===== src/rtl/pc_fetch.sv =====
// rtl/pc_fetch.sv - PC register, req/ack instruction fetch, next-PC selection
// Optional misaligned-target trap enabled by defining PC_MISALIGN_TRAP_EN.
module pc_fetch #(
  parameter logic [31:0] RESET_PC = 32'h0000_0000
) (
  input  logic        clk,
  input  logic        rst,
  output logic        imem_req,
  output logic [31:0] imem_addr,
  input  logic        imem_ack,
  input  logic [31:0] imem_rdata,
  output logic [31:0] instr,
  output logic        instr_valid,
  input  logic        instr_ready,
  input  logic        branch,
  input  logic        jal,
  input  logic        jalr,
  input  logic [31:0] imm,
  input  logic        C,
  input  logic [31:0] Out_ALU,
  output logic [31:0] pc,
  output logic [31:0] pc_plus4,
  output logic        trap
);

  localparam logic [1:0] ST_IDLE  = 2'd0;
  localparam logic [1:0] ST_FETCH = 2'd1;
  localparam logic [1:0] ST_HOLD  = 2'd2;
`ifdef PC_MISALIGN_TRAP_EN
  localparam logic [1:0] ST_TRAP  = 2'd3;
`endif

  logic [1:0]  state_q, state_d;
  logic [31:0] pc_q, pc_d;
  logic [31:0] instr_q, instr_d;
  logic        instr_valid_q, instr_valid_d;
  logic [31:0] next_pc_raw;
  logic [31:0] next_pc;
  logic        misaligned;

  assign pc_plus4 = pc_q + 32'd4;

  always_comb begin
    if (jalr) begin
      next_pc_raw = Out_ALU & ~32'h1;
    end else if (jal || (branch && C)) begin
      next_pc_raw = pc_q + imm;
    end else begin
      next_pc_raw = pc_plus4;
    end
  end

`ifdef PC_MISALIGN_TRAP_EN
  assign next_pc    = next_pc_raw;
  assign misaligned = (next_pc_raw[1:0] != 2'b00);
`else
  // Without the trap, misaligned targets are silently word-aligned.
  assign next_pc    = next_pc_raw & ~32'h3;
  assign misaligned = 1'b0;
`endif

  always_comb begin
    state_d       = state_q;
    pc_d          = pc_q;
    instr_d       = instr_q;
    instr_valid_d = instr_valid_q;
    case (state_q)
      ST_IDLE: state_d = ST_FETCH;
      ST_FETCH: begin
        if (imem_ack) begin
          instr_d       = imem_rdata;
          instr_valid_d = 1'b1;
          state_d       = ST_HOLD;
        end
      end
      ST_HOLD: begin
        if (instr_ready) begin
          pc_d          = next_pc;
          instr_valid_d = 1'b0;
`ifdef PC_MISALIGN_TRAP_EN
          state_d       = misaligned ? ST_TRAP : ST_FETCH;
`else
          state_d       = misaligned ? ST_IDLE : ST_FETCH;
`endif
        end
      end
`ifdef PC_MISALIGN_TRAP_EN
      ST_TRAP: state_d = ST_TRAP;
`endif
      default: state_d = ST_IDLE;
    endcase
  end

  always_ff @(posedge clk) begin
    if (rst) begin
      state_q       <= ST_IDLE;
      pc_q          <= RESET_PC;
      instr_q       <= 32'h0;
      instr_valid_q <= 1'b0;
    end else begin
      state_q       <= state_d;
      pc_q          <= pc_d;
      instr_q       <= instr_d;
      instr_valid_q <= instr_valid_d;
    end
  end

  assign imem_req    = (state_q == ST_FETCH);
  assign imem_addr   = pc_q;
  assign instr       = instr_q;
  assign instr_valid = instr_valid_q;
  assign pc          = pc_q;
`ifdef PC_MISALIGN_TRAP_EN
  assign trap        = (state_q == ST_TRAP);
`else
  assign trap        = 1'b0;
`endif

endmodule


===== config.mk =====
export PLATFORM = sky130hd
export DESIGN_NAME = pc_fetch
export DESIGN_NICKNAME = d
export VERILOG_FILES = /design/src/rtl/pc_fetch.sv
export SDC_FILE = /design/constraint.sdc
export NUM_CORES = 1
export LEC_CHECK = 0
export CORE_UTILIZATION = 48
export CTS_BUF_LIST = sky130_fd_sc_hd__clkbuf_8
export DETAILED_ROUTE_END_ITERATION = 8
export PLACE_DENSITY_LB_ADDON = 0.3
export SETUP_SLACK_MARGIN = 0.4
export SLEW_MARGIN = 10
export SYNTH_ARGS = -nofsm -noshare
export SYNTH_HDL_FRONTEND = slang
export SYNTH_SLANG_ARGS = --single-unit

===== constraint.sdc =====
create_clock -name clk -period 7.56 [get_ports clk]
set_input_delay 2.268 -clock clk [delete_from_list [all_inputs] [get_ports clk]]
set_output_delay 2.268 -clock clk [all_outputs]
set_load 0.01 [all_outputs]

==> flow_summary.html <==
<table>
<tr><th>Metric</th><th>Value</th></tr>
<tr><th colspan="2">Drt</th></tr>
<tr><td>Starting DRC count in detailed routing</td><td>523</td></tr>
<tr><td>Total Routed Length</td><td>19000 µm</td></tr>
<tr><td>Vias after detailed routing</td><td>6338</td></tr>
<tr><td>DRT Pass-1 Iters</td><td>4</td></tr>
<tr><td>Number of design rule violations left after detail routing</td><td>0</td></tr>
<tr><td>Detailed-route vias per instance</td><td>5.90</td></tr>
<tr><td>Average wire per cell in the routed design</td><td>17.7 µm</td></tr>
<tr><td>Residual antenna-violating net count after detailed routing</td><td>0</td></tr>
<tr><th colspan="2">Clocking</th></tr>
<tr><td>Clk pin slew, worst setup/hold paths</td><td>0.08 ns</td></tr>
<tr><td>H-tree lvl count</td><td>3</td></tr>
<tr><td>Latest clock arrival within the worst-skew pair</td><td>0.35 ns</td></tr>
<tr><td>Post_cts resized</td><td>0</td></tr>
<tr><td>Cts hold-fix bufs</td><td>0</td></tr>
<tr><td>Setup bufs post-CTS</td><td>0</td></tr>
<tr><td>Clock tree from TritonCTS</td><td>yes</td></tr>
<tr><td>Number of clock sinks seen by CTS</td><td>65</td></tr>
<tr><td>Total clock buffers created by CTS</td><td>9</td></tr>
<tr><td>Clock root buffer master</td><td>sky130_fd_sc_hd__clkbuf_8</td></tr>
<tr><td>Clock Tree Buf Depth</td><td>2</td></tr>
<tr><th colspan="2">Synthesis</th></tr>
<tr><td>Ranking of synthesized cells by area</td><td>sky130_fd_sc_hd__dfxtp_1 24%, sky130_fd_sc_hd__nand2_1 9.3%, sky130_fd_sc_hd__a21oi_1 8.0%</td></tr>
<tr><td>Fraction of post-synthesis cell area in the top cell type by area</td><td>0.236</td></tr>
<tr><td>Cell count after synthesis</td><td>755</td></tr>
<tr><td>Yosys warns</td><td>0</td></tr>
<tr><td>Flip-flop and latch count after synthesis</td><td>65</td></tr>
<tr><td>Fraction of registers with async set or reset after synthesis</td><td>0</td></tr>
<tr><td>Post-Synthesis Mean Instance Area</td><td>7.31 µm²</td></tr>
<tr><td>Number of different library cells in the post-synthesis netlist</td><td>75</td></tr>
<tr><td>Number of flops mapped to enable cells by yosys</td><td>0</td></tr>
<tr><td>Dominant register cell in the synthesized netlist</td><td>sky130_fd_sc_hd__dfxtp_1</td></tr>
<tr><td>Cell area after synthesis</td><td>5520 µm²</td></tr>
<tr><td>Post-synthesis sequential area ratio</td><td>0.236</td></tr>
<tr><td>Area leader, netlist</td><td>sky130_fd_sc_hd__dfxtp_1</td></tr>
<tr><th colspan="2">STA</th></tr>
<tr><td>Hold_ws</td><td>0.455 ns</td></tr>
<tr><td>RSZ-0062 raised after global routing</td><td>no</td></tr>
<tr><td>Minimum clock period</td><td>5.34 ns</td></tr>
<tr><td>Accumulated negative setup slack</td><td>0 ns</td></tr>
<tr><td>Number of failing hold endpoints at the final stage</td><td>0</td></tr>
<tr><td>Upper clock frequency limit</td><td>0.187 GHz</td></tr>
<tr><td>Fin Clk Skew</td><td>0.0113 ns</td></tr>
<tr><td>Post-route clock period utilization</td><td>0.706</td></tr>
<tr><td>Transition time of the tightest slew-check pin</td><td>0.958 ns</td></tr>
<tr><td>Setup Viol. Count Final</td><td>0</td></tr>
<tr><td>Worst slew margin relative to its limit</td><td>0.359</td></tr>
<tr><td>Max Transition Viols Final</td><td>0</td></tr>
<tr><th colspan="2">Die</th></tr>
<tr><td>Core area</td><td>11000 µm²</td></tr>
<tr><td>Height of the chip</td><td>109 µm</td></tr>
<tr><td>Initial core utilization</td><td>0.500</td></tr>
<tr><td>Chip width</td><td>109 µm</td></tr>
<tr><td># IOs</td><td>235</td></tr>
<tr><td>Row count</td><td>38</td></tr>
<tr><td>Total die area</td><td>11900 µm²</td></tr>
<tr><th colspan="2">Cells and area</th></tr>
<tr><td>Final layout net count</td><td>1065</td></tr>
<tr><td>Commonest non-fill, non-tap cell in the layout</td><td>sky130_fd_sc_hd__clkdlybuf4s50_1</td></tr>
<tr><td>Fillers</td><td>947</td></tr>
<tr><td>Commonest non-fill, non-tap cells in the layout</td><td>222 x sky130_fd_sc_hd__clkdlybuf4s50_1, 137 x sky130_fd_sc_hd__nand2_1, 88 x sky130_fd_sc_hd__a21oi_1</td></tr>
<tr><td>Relative area change from synthesis to final layout</td><td>41.0%</td></tr>
<tr><td>Fraction of layout instances using a drive strength above 1</td><td>0.0503</td></tr>
<tr><td>Final antenna diode count</td><td>0</td></tr>
<tr><th colspan="2">Placed design</th></tr>
<tr><td>Port Buffer Count</td><td>223</td></tr>
<tr><td>Total half-perimeter wirelength after legalization and detailed placement</td><td>14000 µm</td></tr>
<tr><td>Last weighted congestion value of the routability-driven placer</td><td>0.967</td></tr>
<tr><th colspan="2">Global routing</th></tr>
<tr><td>Overall fraction of global-route tracks in use</td><td>0.317</td></tr>
<tr><td>Global-route wire length before repair</td><td>29300 µm</td></tr>
<tr><td>Number of global-route vias before repair</td><td>5816</td></tr>
<tr><td>Maximum number of pins on one net before global-route repair</td><td>58</td></tr>
<tr><td>Remaining global-route overflow</td><td>0</td></tr>
<tr><td>Initial antenna violation count</td><td>0</td></tr>
<tr><th colspan="2">Critical path</th></tr>
<tr><td>Kind of end point of the critical path</td><td>output pin</td></tr>
<tr><td>Worst EP arrival</td><td>3.07 ns</td></tr>
<tr><td>Category of the critical setup timing path</td><td>reg -&gt; out</td></tr>
<tr><td>Kind of start point of the critical path</td><td>flip-flop</td></tr>
<tr><td>Critical path data required time</td><td>5.29 ns</td></tr>
<tr><td>Largest fanout on the critical path</td><td>9</td></tr>
<tr><td>Largest stage delay on the critical path</td><td>0.57 ns</td></tr>
<tr><td>Cell chain of the critical path</td><td>ha_1 -&gt; and3_2 -&gt; and2_1 -&gt; nand2_1 -&gt; nor3_1 -&gt; xor2_1 -&gt; clkdlybuf4s50_1</td></tr>
<tr><td>Slowest cell on crit path</td><td>sky130_fd_sc_hd__clkdlybuf4s50_1</td></tr>
<tr><th colspan="2">Pwr</th></tr>
<tr><td>P_leak</td><td>2.96 nW</td></tr>
<tr><td>Power density over the cells</td><td>118 nW/µm²</td></tr>
<tr><td>Worst supply voltage drop on vdd</td><td>98.9 µV</td></tr>
<tr><th colspan="2">Worst hold path</th></tr>
<tr><td>Kind of path behind the tightest hold check</td><td>reg -&gt; reg</td></tr>
<tr><th colspan="2">Job</th></tr>
<tr><td>Max-capacitance violation count</td><td>0</td></tr>
<tr><th colspan="2">Run status</th></tr>
<tr><td>Outcome</td><td>complete, no violations</td></tr>
</table>
critical path, delay by kind of cell, from the launching register on:
kind,cells,cell delay [ns]
and+or+nand+nor,4,1.15
DFF,1,0.53
xor gates and xnor gates,1,0.19
buffers and inverters,1,0.57
adders and majority gates,1,0.27
registers in the layout, indices dropped and copies added, names as in the netlist:
register / count
instr_valid: 1
imem_addr: 30
state_q: 2
instr: 32
routing by layer:
metal,share of wire,vias up,track usage
met4,0.029,0,0.131
met1,0.40,2902,0.396
li1,-,3047,-
met3,0.10,37,0.0765
met2,0.47,352,0.519
met5,0,-,0
cell type report:
class / instances / area, µm² / share of cell area
repair buffers: 232 / 2290 / 0.295
inverters: 10 / 37.5 / 0.00482
flip-flops and latches: 65 / 1300 / 0.167
multi-input cells: 612 / 3770 / 0.484
well taps: 140 / 175 / 0.0225
clock inverters: 7 / 78.8 / 0.0101
clock buffers: 9 / 124 / 0.0159
power breakdown:
part           total (mW)  switching [mW]  internal [mW]
combinational       0.244           0.119          0.125
clock               0.308           0.153          0.155
sequential          0.370          0.0146          0.355
total               0.922           0.287          0.635
through the flow:
step           power, mW  instance area (µm²)  instances  utilization  setup WS (ns)
2_1_floorplan      0.500                 5540        761            -           3.31
3_3_place_gp       0.615                 7580       1059        0.687           2.55
3_5_place_dp       0.618                 7580       1059        0.687           2.54
4_1_cts            0.922                 7780       1075        0.705           2.25
5_1_grt            0.962                 7780       1075        0.705           2.06
6_report           0.922                 7780       1075        0.705           2.22
worst paths after layout:
kind	start	to	slack (ns)	cells after the start
worst min-delay path	instr[24]	instr[24]	0.46	2
worst min register to register	instr[24]	instr[24]	0.46	2
worst max-delay path	imem_addr[2]	pc_plus4[28]	2.22	7
worst max register to register	imem_addr[9]	imem_addr[23]	4.56	8
synth_stat cells, drive strengths merged, types with 10 or more instances:
| library cell | n |
|---|---|
| ha | 30 |
| nor3 | 13 |
| xnor2 | 29 |
| buf | 47 |
| a211oi | 10 |
| nand2 | 138 |
| and3 | 14 |
| nand3 | 24 |
| nor2 | 53 |
| o21ai | 31 |
| inv | 10 |
| a21oi | 88 |
| dfxtp | 65 |
| clkbuf | 27 |
| xor2 | 16 |
| a21o | 14 |
cells by family (layout without fill, tap and decap cells):
logic type	count (synthesis)	after routing	synth area share
AOI/OAI and AO/OA	224	224	0.261
other	1	7	0.000679
and+or+nand+nor	298	298	0.259
DFF	65	65	0.236
muxes	7	7	0.0131
xor gates and xnor gates	45	45	0.0728
buffers and inverters	84	258	0.0857
adders and majority gates	31	31	0.0716
No activity file was read; power rests on OpenSTA's default activity.
